## src/rtl/operand_fetch_if.sv

```systemverilog
// Bundle of decoded-instruction input, register-file read, write-back and
// operand output signals for the operand_fetch stage.
interface operand_fetch_if #(parameter int pw = 4);
  logic          in_valid;
  logic          in_ready;
  logic [3:0]    in_op;
  logic [pw:0]   in_rs_a;
  logic [pw:0]   in_rs_b;
  logic [pw:0]   in_rd;
  logic          in_wr_en;
  logic [pw:0]   rf_rd_addrA;
  logic [pw:0]   rf_rd_addrB;
  logic [7:0]    rf_datA;
  logic [7:0]    rf_datB;
  logic          wb_en;
  logic [pw:0]   wb_addr;
  logic [7:0]    wb_data;
  logic          out_valid;
  logic          out_ready;
  logic [3:0]    out_op;
  logic [7:0]    out_opA;
  logic [7:0]    out_opB;
  logic [pw:0]   out_rd;
  logic          out_wr_en;
  logic [7:0]    stall_cnt;

  // Handshake: a side transfers when valid && ready at a rising clk edge;
  // in_valid may depend on in_ready, in_ready never depends on in_valid.
  modport master (
    output in_valid, in_op, in_rs_a, in_rs_b, in_rd, in_wr_en,
    input  in_ready,
    input  rf_rd_addrA, rf_rd_addrB,
    output rf_datA, rf_datB,
    output wb_en, wb_addr, wb_data,
    input  out_valid, out_op, out_opA, out_opB, out_rd, out_wr_en,
    output out_ready,
    input  stall_cnt
  );

  modport slave (
    input  in_valid, in_op, in_rs_a, in_rs_b, in_rd, in_wr_en,
    output in_ready,
    output rf_rd_addrA, rf_rd_addrB,
    input  rf_datA, rf_datB,
    input  wb_en, wb_addr, wb_data,
    output out_valid, out_op, out_opA, out_opB, out_rd, out_wr_en,
    input  out_ready,
    output stall_cnt
  );
endinterface

```

## src/rtl/operand_fetch.sv

```systemverilog
// Operand-fetch stage: reads the register file, tracks pending writes in a
// busy scoreboard, bypasses same-cycle write-back data, one-deep output register.
module operand_fetch #(
    parameter int pw = 4
) (
    input logic              clk,
    input logic              rst_n,
    operand_fetch_if.slave   bus
);
    localparam int depth = 1 << pw;

    logic [depth-1:0] busy;
    logic [depth-1:0] busy_nxt;
    logic             out_valid_q;
    logic [3:0]       out_op_q;
    logic [7:0]       out_opa_q;
    logic [7:0]       out_opb_q;
    logic [pw:0]      out_rd_q;
    logic             out_wr_en_q;
    logic [7:0]       stall_q;

    logic [pw-1:0]    rs_a_idx;
    logic [pw-1:0]    rs_b_idx;
    logic [pw-1:0]    rd_idx;
    logic [pw-1:0]    wb_idx;
    logic             wb_hit_a;
    logic             wb_hit_b;
    logic             wb_hit_rd;
    logic             hazard;
    logic             in_ready;
    logic             in_xfer;
    logic             out_xfer;
    logic             unused_ptr_msbs;

    // Pointer bit pw aliases onto the lower half, so only [pw-1:0] indexes busy.
    assign rs_a_idx = bus.in_rs_a[pw-1:0];
    assign rs_b_idx = bus.in_rs_b[pw-1:0];
    assign rd_idx   = bus.in_rd[pw-1:0];
    assign wb_idx   = bus.wb_addr[pw-1:0];
    assign unused_ptr_msbs = bus.wb_addr[pw];

    assign wb_hit_a  = bus.wb_en && (wb_idx == rs_a_idx);
    assign wb_hit_b  = bus.wb_en && (wb_idx == rs_b_idx);
    assign wb_hit_rd = bus.wb_en && (wb_idx == rd_idx);

    assign hazard = (busy[rs_a_idx] && !wb_hit_a) ||
                    (busy[rs_b_idx] && !wb_hit_b) ||
                    (bus.in_wr_en && busy[rd_idx] && !wb_hit_rd);

    assign in_ready = !hazard && (!out_valid_q || bus.out_ready);
    assign in_xfer  = bus.in_valid && in_ready;
    assign out_xfer = out_valid_q && bus.out_ready;

    // A new reservation overrides a release of the same register.
    always_comb begin
        busy_nxt = busy;
        if (bus.wb_en) busy_nxt[wb_idx] = 1'b0;
        if (in_xfer && bus.in_wr_en) busy_nxt[rd_idx] = 1'b1;
    end

    always_ff @(posedge clk or negedge rst_n) begin
        if (!rst_n) begin
            busy        <= '0;
            out_valid_q <= 1'b0;
            out_op_q    <= '0;
            out_opa_q   <= '0;
            out_opb_q   <= '0;
            out_rd_q    <= '0;
            out_wr_en_q <= 1'b0;
            stall_q     <= '0;
        end else begin
            busy <= busy_nxt;
            if (in_xfer) begin
                out_valid_q <= 1'b1;
                out_op_q    <= bus.in_op;
                out_opa_q   <= wb_hit_a ? bus.wb_data : bus.rf_datA;
                out_opb_q   <= wb_hit_b ? bus.wb_data : bus.rf_datB;
                out_rd_q    <= bus.in_rd;
                out_wr_en_q <= bus.in_wr_en;
            end else if (out_xfer) begin
                out_valid_q <= 1'b0;
            end
            if (bus.in_valid && hazard && (stall_q != 8'hFF))
                stall_q <= stall_q + 8'd1;
        end
    end

    assign bus.in_ready    = in_ready;
    assign bus.rf_rd_addrA = bus.in_rs_a;
    assign bus.rf_rd_addrB = bus.in_rs_b;
    assign bus.out_valid   = out_valid_q;
    assign bus.out_op      = out_op_q;
    assign bus.out_opA     = out_opa_q;
    assign bus.out_opB     = out_opb_q;
    assign bus.out_rd      = out_rd_q;
    assign bus.out_wr_en   = out_wr_en_q;
    assign bus.stall_cnt   = stall_q;
endmodule

```

## src/flat_wrapper.sv

```systemverilog
// flat-port wrapper written by rule: the top's interface ports become plain ports
module operand_fetch_flat 
#(
    parameter int pw = 4
)
  (clk, rst_n, bus_in_valid, bus_in_op, bus_in_rs_a, bus_in_rs_b, bus_in_rd, bus_in_wr_en, bus_in_ready, bus_rf_rd_addrA, bus_rf_rd_addrB, bus_rf_datA, bus_rf_datB, bus_wb_en, bus_wb_addr, bus_wb_data, bus_out_valid, bus_out_op, bus_out_opA, bus_out_opB, bus_out_rd, bus_out_wr_en, bus_out_ready, bus_stall_cnt);
  operand_fetch_if #(.pw(pw)) bus_i ();
  input logic clk;
  input logic rst_n;
  input wire logic [$bits(bus_i.in_valid)-1:0] bus_in_valid;
  input wire logic [$bits(bus_i.in_op)-1:0] bus_in_op;
  input wire logic [$bits(bus_i.in_rs_a)-1:0] bus_in_rs_a;
  input wire logic [$bits(bus_i.in_rs_b)-1:0] bus_in_rs_b;
  input wire logic [$bits(bus_i.in_rd)-1:0] bus_in_rd;
  input wire logic [$bits(bus_i.in_wr_en)-1:0] bus_in_wr_en;
  output wire logic [$bits(bus_i.in_ready)-1:0] bus_in_ready;
  output wire logic [$bits(bus_i.rf_rd_addrA)-1:0] bus_rf_rd_addrA;
  output wire logic [$bits(bus_i.rf_rd_addrB)-1:0] bus_rf_rd_addrB;
  input wire logic [$bits(bus_i.rf_datA)-1:0] bus_rf_datA;
  input wire logic [$bits(bus_i.rf_datB)-1:0] bus_rf_datB;
  input wire logic [$bits(bus_i.wb_en)-1:0] bus_wb_en;
  input wire logic [$bits(bus_i.wb_addr)-1:0] bus_wb_addr;
  input wire logic [$bits(bus_i.wb_data)-1:0] bus_wb_data;
  output wire logic [$bits(bus_i.out_valid)-1:0] bus_out_valid;
  output wire logic [$bits(bus_i.out_op)-1:0] bus_out_op;
  output wire logic [$bits(bus_i.out_opA)-1:0] bus_out_opA;
  output wire logic [$bits(bus_i.out_opB)-1:0] bus_out_opB;
  output wire logic [$bits(bus_i.out_rd)-1:0] bus_out_rd;
  output wire logic [$bits(bus_i.out_wr_en)-1:0] bus_out_wr_en;
  input wire logic [$bits(bus_i.out_ready)-1:0] bus_out_ready;
  output wire logic [$bits(bus_i.stall_cnt)-1:0] bus_stall_cnt;
  assign bus_i.in_valid = bus_in_valid;
  assign bus_i.in_op = bus_in_op;
  assign bus_i.in_rs_a = bus_in_rs_a;
  assign bus_i.in_rs_b = bus_in_rs_b;
  assign bus_i.in_rd = bus_in_rd;
  assign bus_i.in_wr_en = bus_in_wr_en;
  assign bus_in_ready = bus_i.in_ready;
  assign bus_rf_rd_addrA = bus_i.rf_rd_addrA;
  assign bus_rf_rd_addrB = bus_i.rf_rd_addrB;
  assign bus_i.rf_datA = bus_rf_datA;
  assign bus_i.rf_datB = bus_rf_datB;
  assign bus_i.wb_en = bus_wb_en;
  assign bus_i.wb_addr = bus_wb_addr;
  assign bus_i.wb_data = bus_wb_data;
  assign bus_out_valid = bus_i.out_valid;
  assign bus_out_op = bus_i.out_op;
  assign bus_out_opA = bus_i.out_opA;
  assign bus_out_opB = bus_i.out_opB;
  assign bus_out_rd = bus_i.out_rd;
  assign bus_out_wr_en = bus_i.out_wr_en;
  assign bus_i.out_ready = bus_out_ready;
  assign bus_stall_cnt = bus_i.stall_cnt;
  operand_fetch #(.pw(pw)) u_core (.clk(clk), .rst_n(rst_n), .bus(bus_i));
endmodule
```

## config.mk

```make
export PLATFORM = sky130hd
export DESIGN_NAME = operand_fetch_flat
export DESIGN_NICKNAME = d
export VERILOG_FILES = /design/src/rtl/operand_fetch_if.sv /design/src/rtl/operand_fetch.sv /design/src/flat_wrapper.sv
export SDC_FILE = /design/constraint.sdc
export NUM_CORES = 1
export LEC_CHECK = 0
export ABC_AREA = 1
export CAP_MARGIN = 25
export CORE_MARGIN = 2
export CORE_UTILIZATION = 30
export CTS_BUF_LIST = sky130_fd_sc_hd__clkbuf_4
export DETAILED_ROUTE_END_ITERATION = 6
export PLACE_DENSITY_LB_ADDON = 0.08
export SLEW_MARGIN = 15
export SYNTH_ARGS = -nofsm -noshare
export SYNTH_HDL_FRONTEND = slang
export SYNTH_SLANG_ARGS = --single-unit
```

## constraint.sdc

```tcl
create_clock -name clk -period 2.3 [get_ports clk]
set_input_delay 0.345 -clock clk [delete_from_list [all_inputs] [get_ports clk]]
set_output_delay 0.345 -clock clk [all_outputs]
set_load 0.02 [all_outputs]
```

# After elaboration in Yosys (flattened, before gate mapping)
# Cells that the tools add are included.
[word_totals]
reg_bits = 51
elab_cells = 62
input_bits = 54
output_inout_bits = 46
[op_classes]
add_sub_neg = 1
eq_ne = 4
bitwise_logic = 3
n_reduce_logical = 24
magnitude_cmp = 6
n_mux = 16
[op_table]
columns = ["operator", "count"]
rows = [
  ["16-bit two-way mux", 2],
  ["4-bit by 5-bit < comparator with 1-bit output, second input constant", 4],
  ["16-bit bitwise AND", 1],
  ["8-bit two-way mux", 2],
  ["16-bit inverter", 1],
  ["16-bit bitwise OR", 1],
  ["1-bit logical AND", 15],
  ["1-bit binary-select mux with 4-bit select", 3],
  ["4-bit equality test", 3],
  ["8-bit by 1-bit adder with 8-bit output, second input constant", 1],
  ["1-bit demux with 4-bit select", 2],
  ["4-bit by 1-bit >= comparator with 1-bit output, second input constant", 2],
  ["8-bit inequality test, second input constant", 1],
  ["1-bit two-way mux", 7],
  ["1-bit logical NOT", 5],
  ["1-bit logical OR", 3],
  ["2-bit nonzero test", 1],
]

# Depth between registers and ports, before layout
# Gate-level depths: netlist (run 1).
[depth]
depth_word = 11
mapped_depth = 15

# Least setup slack after synthesis (run 1)
# Ideal clock, no wire load.
[synth_timing]
path_kind = "input to output"
startpoint = "input port bus_wb_addr[1]"
endpoint = "output port bus_in_ready"
setup_slack_ns = 0.406
path_stages = 9
n_path_buf = 2
arrival_ns = 1.549
path_cell_list = "buf_2 inv_2 o22ai_1 a21oi_1 nand3b_2 nand2_1 nand3_2 nor2_8 buf_4"
[synth_via]
elab_chain_cells = 8
[synth_rtl]
columns = ["item", "line", "rtl"]
rows = [
  ["start: declaration", "flat_wrapper.sv:22", "input wire logic [$bits(bus_i.wb_addr)-1:0] bus_wb_addr;"],
  ["4-bit equality test (on tied branches)", "operand_fetch.sv:42, operand_fetch.sv:43", ""],
  ["1-bit logical AND (on tied branches)", "operand_fetch.sv:42, operand_fetch.sv:43", ""],
  ["1-bit logical NOT (on tied branches)", "operand_fetch.sv:46, operand_fetch.sv:47", ""],
  ["1-bit logical AND (on tied branches)", "operand_fetch.sv:46, operand_fetch.sv:47", ""],
  ["1-bit logical OR", "operand_fetch.sv:46", "assign hazard = (busy[rs_a_idx] && !wb_hit_a) ||"],
  ["1-bit logical OR (*)", "operand_fetch.sv:47", "(busy[rs_b_idx] && !wb_hit_b) ||"],
  ["1-bit logical NOT (*)", "operand_fetch.sv:50", "assign in_ready = !hazard && (!out_valid_q || bus.out_ready);"],
  ["1-bit logical AND (*)", "operand_fetch.sv:50", ""],
  ["end: declaration", "flat_wrapper.sv:16", "output wire logic [$bits(bus_i.in_ready)-1:0] bus_in_ready;"],
]
# Every way passes the cells marked *; elsewhere a longest branch is shown, timed or not.

# Worst setup path in the final report (run 1)
[layout_timing]
startpoint = "input port bus_in_rs_a[1]"
endpoint = "output port bus_in_ready"
[layout_via]
elab_chain_cells = 8
[layout_rtl]
columns = ["item", "line", "rtl"]
rows = [
  ["start: declaration", "flat_wrapper.sv:12", "input wire logic [$bits(bus_i.in_rs_a)-1:0] bus_in_rs_a;"],
  ["parallel branches: the longest is 3 deep, another holds 1-bit binary-select mux with 4-bit select", "n/a", ""],
  ["1-bit logical AND (*)", "operand_fetch.sv:46", ""],
  ["1-bit logical OR (*)", "operand_fetch.sv:46", ""],
  ["1-bit logical OR (*)", "operand_fetch.sv:47", ""],
  ["1-bit logical NOT (*)", "operand_fetch.sv:50", ""],
  ["1-bit logical AND (*)", "operand_fetch.sv:50", ""],
]
# Every way passes the cells marked *. The select of a mux whose other input is x is not followed.

==> results of run 1 <==
[worst register-to-register path, stage by stage (launching register included)]
cell,delay (ps)
sky130_fd_sc_hd__dfrtp_1,410
sky130_fd_sc_hd__inv_1,120
sky130_fd_sc_hd__nor2_1,60
sky130_fd_sc_hd__nor2_1,100
sky130_fd_sc_hd__nand2_1,60
sky130_fd_sc_hd__nand2_1,50
sky130_fd_sc_hd__nand2_1,60
sky130_fd_sc_hd__o21ai_2,180
sky130_fd_sc_hd__nand3_4,120
sky130_fd_sc_hd__nor2_8,120
sky130_fd_sc_hd__buf_8,270
sky130_fd_sc_hd__nand2_4,250
sky130_fd_sc_hd__nand2_1,130
sky130_fd_sc_hd__nand2_1,50
[cells in the mapped netlist, drive strengths merged]
library cell	n	area share
a31oi	1	0.0019
a21oi	4	0.0061
nand4	16	0.030
nor2	33	0.042
nand3b	3	0.0091
inv	51	0.058
dfrtp	51	0.39
clkbuf	6	0.0068
a21boi	1	0.0023
o22ai	4	0.0076
clkinv	1	0.0015
o211ai	1	0.0023
nor3	1	0.0015
ha	1	0.0038
nand2	180	0.21
buf	24	0.052
nand3	65	0.10
o21ai	39	0.059
o31ai	4	0.0091
xnor2	5	0.013
[layout make-up]
type,instances,area (sq um),area share
Tap cell,140,175,0.0374
Inverter,52,198,0.0423
Clock buffer,5,37.5,0.00802
Timing Repair Buffer,138,1310,0.280
Sequential cell,51,1280,0.273
Clock inverter,3,17.5,0.00374
Multi-Input combinational cell,358,1660,0.356
[power breakdown]
part           total (mW)  switching (mW)  internal, mW
sequential           1.32           0.182          1.14
combinational        1.54           0.837         0.702
clock               0.424           0.305         0.119
total                3.28            1.32          1.96
[kinds of logic (layout without fill, tap and decap cells)]
kind of cell,count (synthesis),count (layout)
flops,51,51
simple gates,298,298
fa+ha+maj,1,1
compound gates,54,54
buf+inv,82,198
xor+xnor,5,5
[sequential cells by signal, summed over array words and instances, names as in the netlist]
name and flops:
u_core.bus.out_op 4, u_core.busy 16, u_core.bus.out_valid 1, u_core.bus.out_wr_en 1, u_core.bus.stall_cnt 8, u_core.bus.out_opB 8, u_core.bus.out_opA 8, u_core.bus.out_rd 5
[layer usage]
metal | GRT usage | up-vias
met5 | 0 | -
met4 | 0.0476 | 0
met3 | 0.0263 | 10
met2 | 0.299 | 83
met1 | 0.247 | 1645
li1 | - | 1797
[repair_timing]
item                                    in CTS  in global routing
pin swaps                                    0                  1
gates resized for setup                     12                 16
endpoints found under the setup margin      32                 30
buffers inserted                             1                  0
hold endpoints to repair                     0                  0
[through the flow]
step	total power [mW]	cells	util
after global routing	3.53	747	0.433
after CTS	3.32	747	0.429
after floorplan	2.12	491	-
final	3.28	747	0.433
after detailed placement	2.87	738	0.423
after global placement	2.86	738	0.423
[final timing paths]
check,end,slack [ps],cells past startpoint
worst max-delay path,bus_in_ready,90,8
worst min-delay path,u_core.bus.stall_cnt[5]$_DFFE_PN0P_,60,2
worst max register to register,u_core.bus.out_opA[6]$_DFFE_PN0P_,240,13
worst min register to register,u_core.bus.out_opB[4]$_DFFE_PN0P_,490,2
max in group asynchronous,u_core.busy[9]$_DFF_PN0_,1790,2
min in group clk,u_core.bus.out_rd[0]$_DFFE_PN0P_,430,4
==> run_results.csv, run 1 <==
group,metric,value,unit
job,max_cap_violations,0,
timing,timing.final.setup_violations,0,
clock_tree,tritoncts_num_sinks,51,
timing,slew_headroom,0.553,
synth,adder_cell_share_of_the_synthesized_area,0.00378,
detailed_routing,postRouteWirelength,10700,um
detailed_routing,drt_iter0_markers,142,
floorplan,num_io_pins,100,
setup_path,startpoint_type,"primary input",
detailed_routing,routed_wire_length_per_instance,14.3,um
layout,diode_count,0,
timing,worstMarginPinSlew,670,ps
setup_path,critPathLaunch,"bus_in_rs_a[1]",
detailed_routing,top_signal_layer_used,"met4",
detailed_routing,detailroute.wirelength.met3,475,um
setup_path,worst_ep_required_time,1960,ps
synth,number_of_synthesized_register_bits,51,
placement,dp_hpwl,8150,um
synth,netlist_area,0.00331,sq mm
placement,gp_routability_congestion,0.898,
global_routing,number_of_global_route_vias_before_repair,3453,
floorplan,die_outline_area,0.0119,sq mm
layout,nNetsFinal,661,
placement,numPortBuffers,94,
clock_tree,clk_path_buf_depth,2,
timing,tns,0,ps
global_routing,maximum_number_of_pins_on_one_net_before_global_route_repair,52,
layout,areaGrowthSynthToFinish,41.4,%
floorplan,die-height,109,um
placement,place_worst_setup_slack,-667,ps
floorplan,row_count,38,
layout,layout-drive-gt1-share,0.119,
layout,fillers,1139,
setup_path,timing.critical_path.slowest_stage_cell,"sky130_fd_sc_hd__clkdlybuf4s50_1",
layout,final_common_cell,"sky130_fd_sc_hd__nand2_1",
synth,synth_top_family_by_area,"simple AND/OR/NAND/NOR gates",
setup_path,timing_worst_setup_path_type,"primary input to output port",
timing,postLayoutSetupSlackWorst,88.0,ps
synth,seq_area_frac_synth,0.386,
timing,timing.final.crit_share,0.962,
synth,mappedNetlistNets,546,
power_and_ir_drop,power.static_leakage,2.42,nW
synth,synth.lib_cells_used.distinct,30,
synth,synthesis.area_per_instance,6.74,sq um
setup_path,worst_ep_arrival_time,1870,ps
detailed_routing,drt-met1-wl,4860,um
clock_tree,clock_tree.htree_level_count,2,
floorplan,chipWidth,109,um
detailed_routing,vias_per_cell,4.73,
power_and_ir_drop,power.density_cell_area,701,mW/mm^2
global_routing,globalRouteOverflowTotal,0,
detailed_routing,drcViolationCount,0,
synth,synth_warn,0,
timing,grt_setup_unrepaired,"no",
global_routing,grt_antenna_before_repair,0,
synth,synthXorXnorAreaFrac,0.0132,
setup_path,timing.critical_path.slowest_cell_delay,460,ps
detailed_routing,firstDrtPassIters,4,
clock_tree,clk_transition_reported_paths,160,ps
synth,synth.mux.area_fraction,0,
power_and_ir_drop,worst_ir_drop_vdd,0.388,mV
timing,maximum_clock_rate,0.452,GHz
timing,slew_viol_final,0,
layout,final_cell_area,0.00468,sq mm
synth,synth-simple-area-share,0.391,
placement,post_dp_cell_area,0.00456,sq mm
floorplan,initial_core_util,0.307,
worst_hold_path,min-delay-path-class,"primary input to async pin",
clock_tree,tritoncts,"yes",
detailed_routing,antenna_nets_post_route,0,
timing,worst_clock_skew,6.18,ps
timing,worst_hold_slack,60.6,ps
setup_path,path_buf_inv,3,
synth,compound_gate_portion_of_the_synthesized_area,0.0881,
timing,period_needed,2210,ps
setup_path,crit_fanout,5,
synth,syn_inst,491,
setup_path,reg2reg_from,"u_core.busy[3]$_DFF_PN0_",
floorplan,floorplan.core_area,0.0108,sq mm
clock_tree,clk_latency,370,ps
clock_tree,cts_root_buffer,"sky130_fd_sc_hd__clkbuf_4",
clock_tree,cts_hold_repair.buffers,0,
setup_path,crit_path_cell_trace,"clkdlybuf4s50_1 -> inv_1 -> o22ai_1 -> nand3b_2 -> nand2_2 -> nand3_4 -> nor2_8 -> buf_6",
outcome,outcome,"finished clean",
detailed_routing,vias,3535,
timing,hold_viol_final,0,
global_routing,grt_first_pass_wirelength,17000,um
detailed_routing,met2_wirelength,5170,um
global_routing,globalRouteTotalUtil,0.181,
setup_path,cpLargestDelayFamily,"buffers and inverters",
setup_path,worst_setup_path_end_kind,"output port",
clock_tree,cts_inserted_buffers,5,
layout,most-common-layout-cells,"175 x sky130_fd_sc_hd__nand2_1, 82 x sky130_fd_sc_hd__clkdlybuf4s50_1, 64 x sky130_fd_sc_hd__nand3_1, 51 x sky130_fd_sc_hd__dfrtp_1, 45 x sky130_fd_sc_hd__inv_1",
Power figures use the tool's default switching activity.
==> run 2, diff against run 1 <==
==> constraint.sdc (replaced) <==
create_clock -name clk -period 2.7 [get_ports clk]
set_input_delay 0.405 -clock clk [delete_from_list [all_inputs] [get_ports clk]]
set_output_delay 0.405 -clock clk [all_outputs]
set_load 0.02 [all_outputs]
==> run 2 against run 1 <==
Critical endpoint unchanged. Critical path type unchanged. Hold slack improved by 67 ps. Clock skew increased by 10 ps. Clock power decreased by 18%. Wire length decreased by 1.7%. Global-route usage decreased by 0.11 points. Largest power group unchanged. Total power decreased by 16%. Setup slack improved by 110 ps. Sequential cell count unchanged.
==> run_results.csv, run 2 (same netlist as run 1, synthesis figures left out) <==
group,metric,value,unit
outcome,outcome,"finished clean",
global_routing,number_of_global_route_vias_before_repair,3402,
clock_tree,tritoncts,"yes",
timing,maximum_clock_rate,0.399,GHz
floorplan,initial_core_util,0.307,
timing,postLayoutSetupSlackWorst,196,ps
clock_tree,cts_inserted_buffers,5,
layout,final_common_cell,"sky130_fd_sc_hd__nand2_1",
timing,worstMarginPinSlew,681,ps
power_and_ir_drop,power.density_cell_area,596,mW/mm^2
layout,most-common-layout-cells,"177 x sky130_fd_sc_hd__nand2_1, 91 x sky130_fd_sc_hd__clkdlybuf4s50_1, 64 x sky130_fd_sc_hd__nand3_1, 51 x sky130_fd_sc_hd__dfrtp_1, 48 x sky130_fd_sc_hd__buf_4",
global_routing,grt_antenna_before_repair,0,
clock_tree,cts_root_buffer,"sky130_fd_sc_hd__clkbuf_4",
timing,hold_viol_final,0,
detailed_routing,drcViolationCount,0,
timing,timing.final.crit_share,0.928,
power_and_ir_drop,internal-power,1.66,mW
layout,number_of_flip_flops_under_the_largest_register_name,16,
placement,place_worst_setup_slack,-276,ps
layout,layout-drive-gt1-share,0.113,
clock_tree,clk_path_buf_depth,2,
detailed_routing,drt_iter0_markers,272,
placement,numPortBuffers,94,
power_and_ir_drop,power_frac_comb,0.473,
setup_path,reg2reg_from,"u_core.busy[4]$_DFF_PN0_",
detailed_routing,postRouteWirelength,10500,um
timing,period_needed,2500,ps
floorplan,row_count,38,
placement,gp_routability_congestion,0.853,
placement,dp_hpwl,8140,um
placement,post_dp_cell_area,0.00461,sq mm
setup_path,timing_worst_setup_path_type,"primary input to output port",
layout,diode_count,0,
detailed_routing,firstDrtPassIters,5,
global_routing,grt_first_pass_wirelength,16800,um
detailed_routing,met2_wirelength,4960,um
setup_path,crit_path_cell_trace,"clkdlybuf4s50_1 -> inv_1 -> o21ai_0 -> a21oi_1 -> nand3b_2 -> nand2_1 -> nand3_2 -> nor2_8 -> clkbuf_2",
setup_path,startpoint_type,"primary input",
clock_tree,clk_transition_reported_paths,140,ps
timing,worst_clock_skew,16.2,ps
layout,final_cell_area,0.00465,sq mm
timing,tns,0,ps
setup_path,timing.critical_path.slowest_stage_cell,"sky130_fd_sc_hd__clkdlybuf4s50_1",
power_and_ir_drop,power.clock.fraction,0.125,
detailed_routing,vias_per_cell,4.70,
clock_tree,cts_setup_buffers,0,
layout,nNetsFinal,666,
floorplan,floorplan.core_area,0.0108,sq mm
power_and_ir_drop,worst_ir_drop_vdd,0.356,mV
floorplan,die-height,109,um
layout,fillers,1134,
power_and_ir_drop,power.static_leakage,2.37,nW
clock_tree,clk_latency,380,ps
timing,slew_headroom,0.546,
floorplan,num_io_pins,100,
setup_path,worst_ep_required_time,2300,ps
clock_tree,clock_tree.htree_level_count,2,
setup_path,worst_setup_path_end_kind,"output port",
floorplan,die_outline_area,0.0119,sq mm
detailed_routing,vias,3531,
detailed_routing,antenna_nets_post_route,0,
timing,timing.final.setup_violations,0,
power_and_ir_drop,power_switching_share,0.400,
setup_path,worst_ep_arrival_time,2100,ps
setup_path,timing.critical_path.slowest_cell_delay,520,ps
job,max_cap_violations,0,
power_and_ir_drop,power_switching,1.11,mW
detailed_routing,routed_wire_length_per_instance,13.9,um
layout,areaGrowthSynthToFinish,40.5,%
detailed_routing,top_signal_layer_used,"met4",
setup_path,crit_fanout,5,
detailed_routing,detailroute.wirelength.met3,525,um
detailed_routing,drt-met1-wl,4810,um
clock_tree,tritoncts_num_sinks,51,
global_routing,maximum_number_of_pins_on_one_net_before_global_route_repair,52,
global_routing,globalRouteTotalUtil,0.180,
setup_path,critPathLaunch,"bus_wb_addr[3]",
layout,largest_register,"u_core.busy",
worst_hold_path,min-delay-path-class,"primary input to async pin",
floorplan,chipWidth,109,um
timing,grt_setup_unrepaired,"no",
power_and_ir_drop,seqPwrFrac,0.402,
timing,slew_viol_final,0,
global_routing,globalRouteOverflowTotal,0,
[run 2: what timing repair did]
| action | 4_1_cts | 5_1_grt |
|---|---|---|
| endpoints found under the setup margin | 1 | 1 |
| resized for setup | 3 | 1 |
| hold buffers | 0 | 0 |
[run 2: metal layers]
layer | GRT usage | up-vias
met5 | 0 | -
met4 | 0.0495 | 0
met3 | 0.0311 | 16
met2 | 0.297 | 98
met1 | 0.241 | 1614
li1 | - | 1803
[run 2: layout make-up]
| cell class | count | area, sq um | share of cell area |
|---|---|---|---|
| multi-input cells | 358 | 1640 | 0.353 |
| well taps | 140 | 175 | 0.0377 |
| clock inverters | 2 | 12.5 | 0.00269 |
| flip-flops and latches | 51 | 1280 | 0.274 |
| repair buffers | 143 | 1310 | 0.282 |
| clock buffers | 5 | 37.5 | 0.00807 |
| inverters | 52 | 196 | 0.0422 |
[run 2: worst max-delay path: cells and delay by family]
kind / cells / cell delay (ps)
AOI/OAI and AO/OA: 2 / 300
and+or+nand+nor: 4 / 520
buffers and inverters: 3 / 860
[run 2: power groups by stage]
stage / Clock [mW] / Combinational, mW / Sequential, mW
after detailed placement: 0 / 1.32 / 1.13
after global routing: 0.404 / 1.43 / 1.15
after CTS: 0.370 / 1.33 / 1.11
after floorplan: 0 / 0.485 / 1.32
final: 0.348 / 1.31 / 1.11
after global placement: 0 / 1.31 / 1.13
[run 2: stage by stage]
step	util	cells	hold WS [ps]	power, mW
global placement	0.427	744	454	2.44
CTS	0.431	751	146	2.81
floorplan	-	491	109	1.81
finish	0.431	751	127	2.77
global route	0.431	751	167	2.98
detailed placement	0.427	744	458	2.45
[run 2: path summary, 6_finish.rpt]
path | cells past startpoint | slack [ps] | to
max in group asynchronous | 2 | 2120 | u_core.bus.out_opB[3]$_DFFE_PN0P_
min reg2reg | 2 | 480 | u_core.bus.out_rd[0]$_DFFE_PN0P_
max | 9 | 200 | bus_in_ready
min in group clk | 2 | 480 | u_core.bus.out_rd[0]$_DFFE_PN0P_
max reg2reg | 14 | 490 | u_core.bus.out_rd[3]$_DFFE_PN0P_
min | 2 | 130 | u_core.bus.stall_cnt[4]$_DFFE_PN0P_
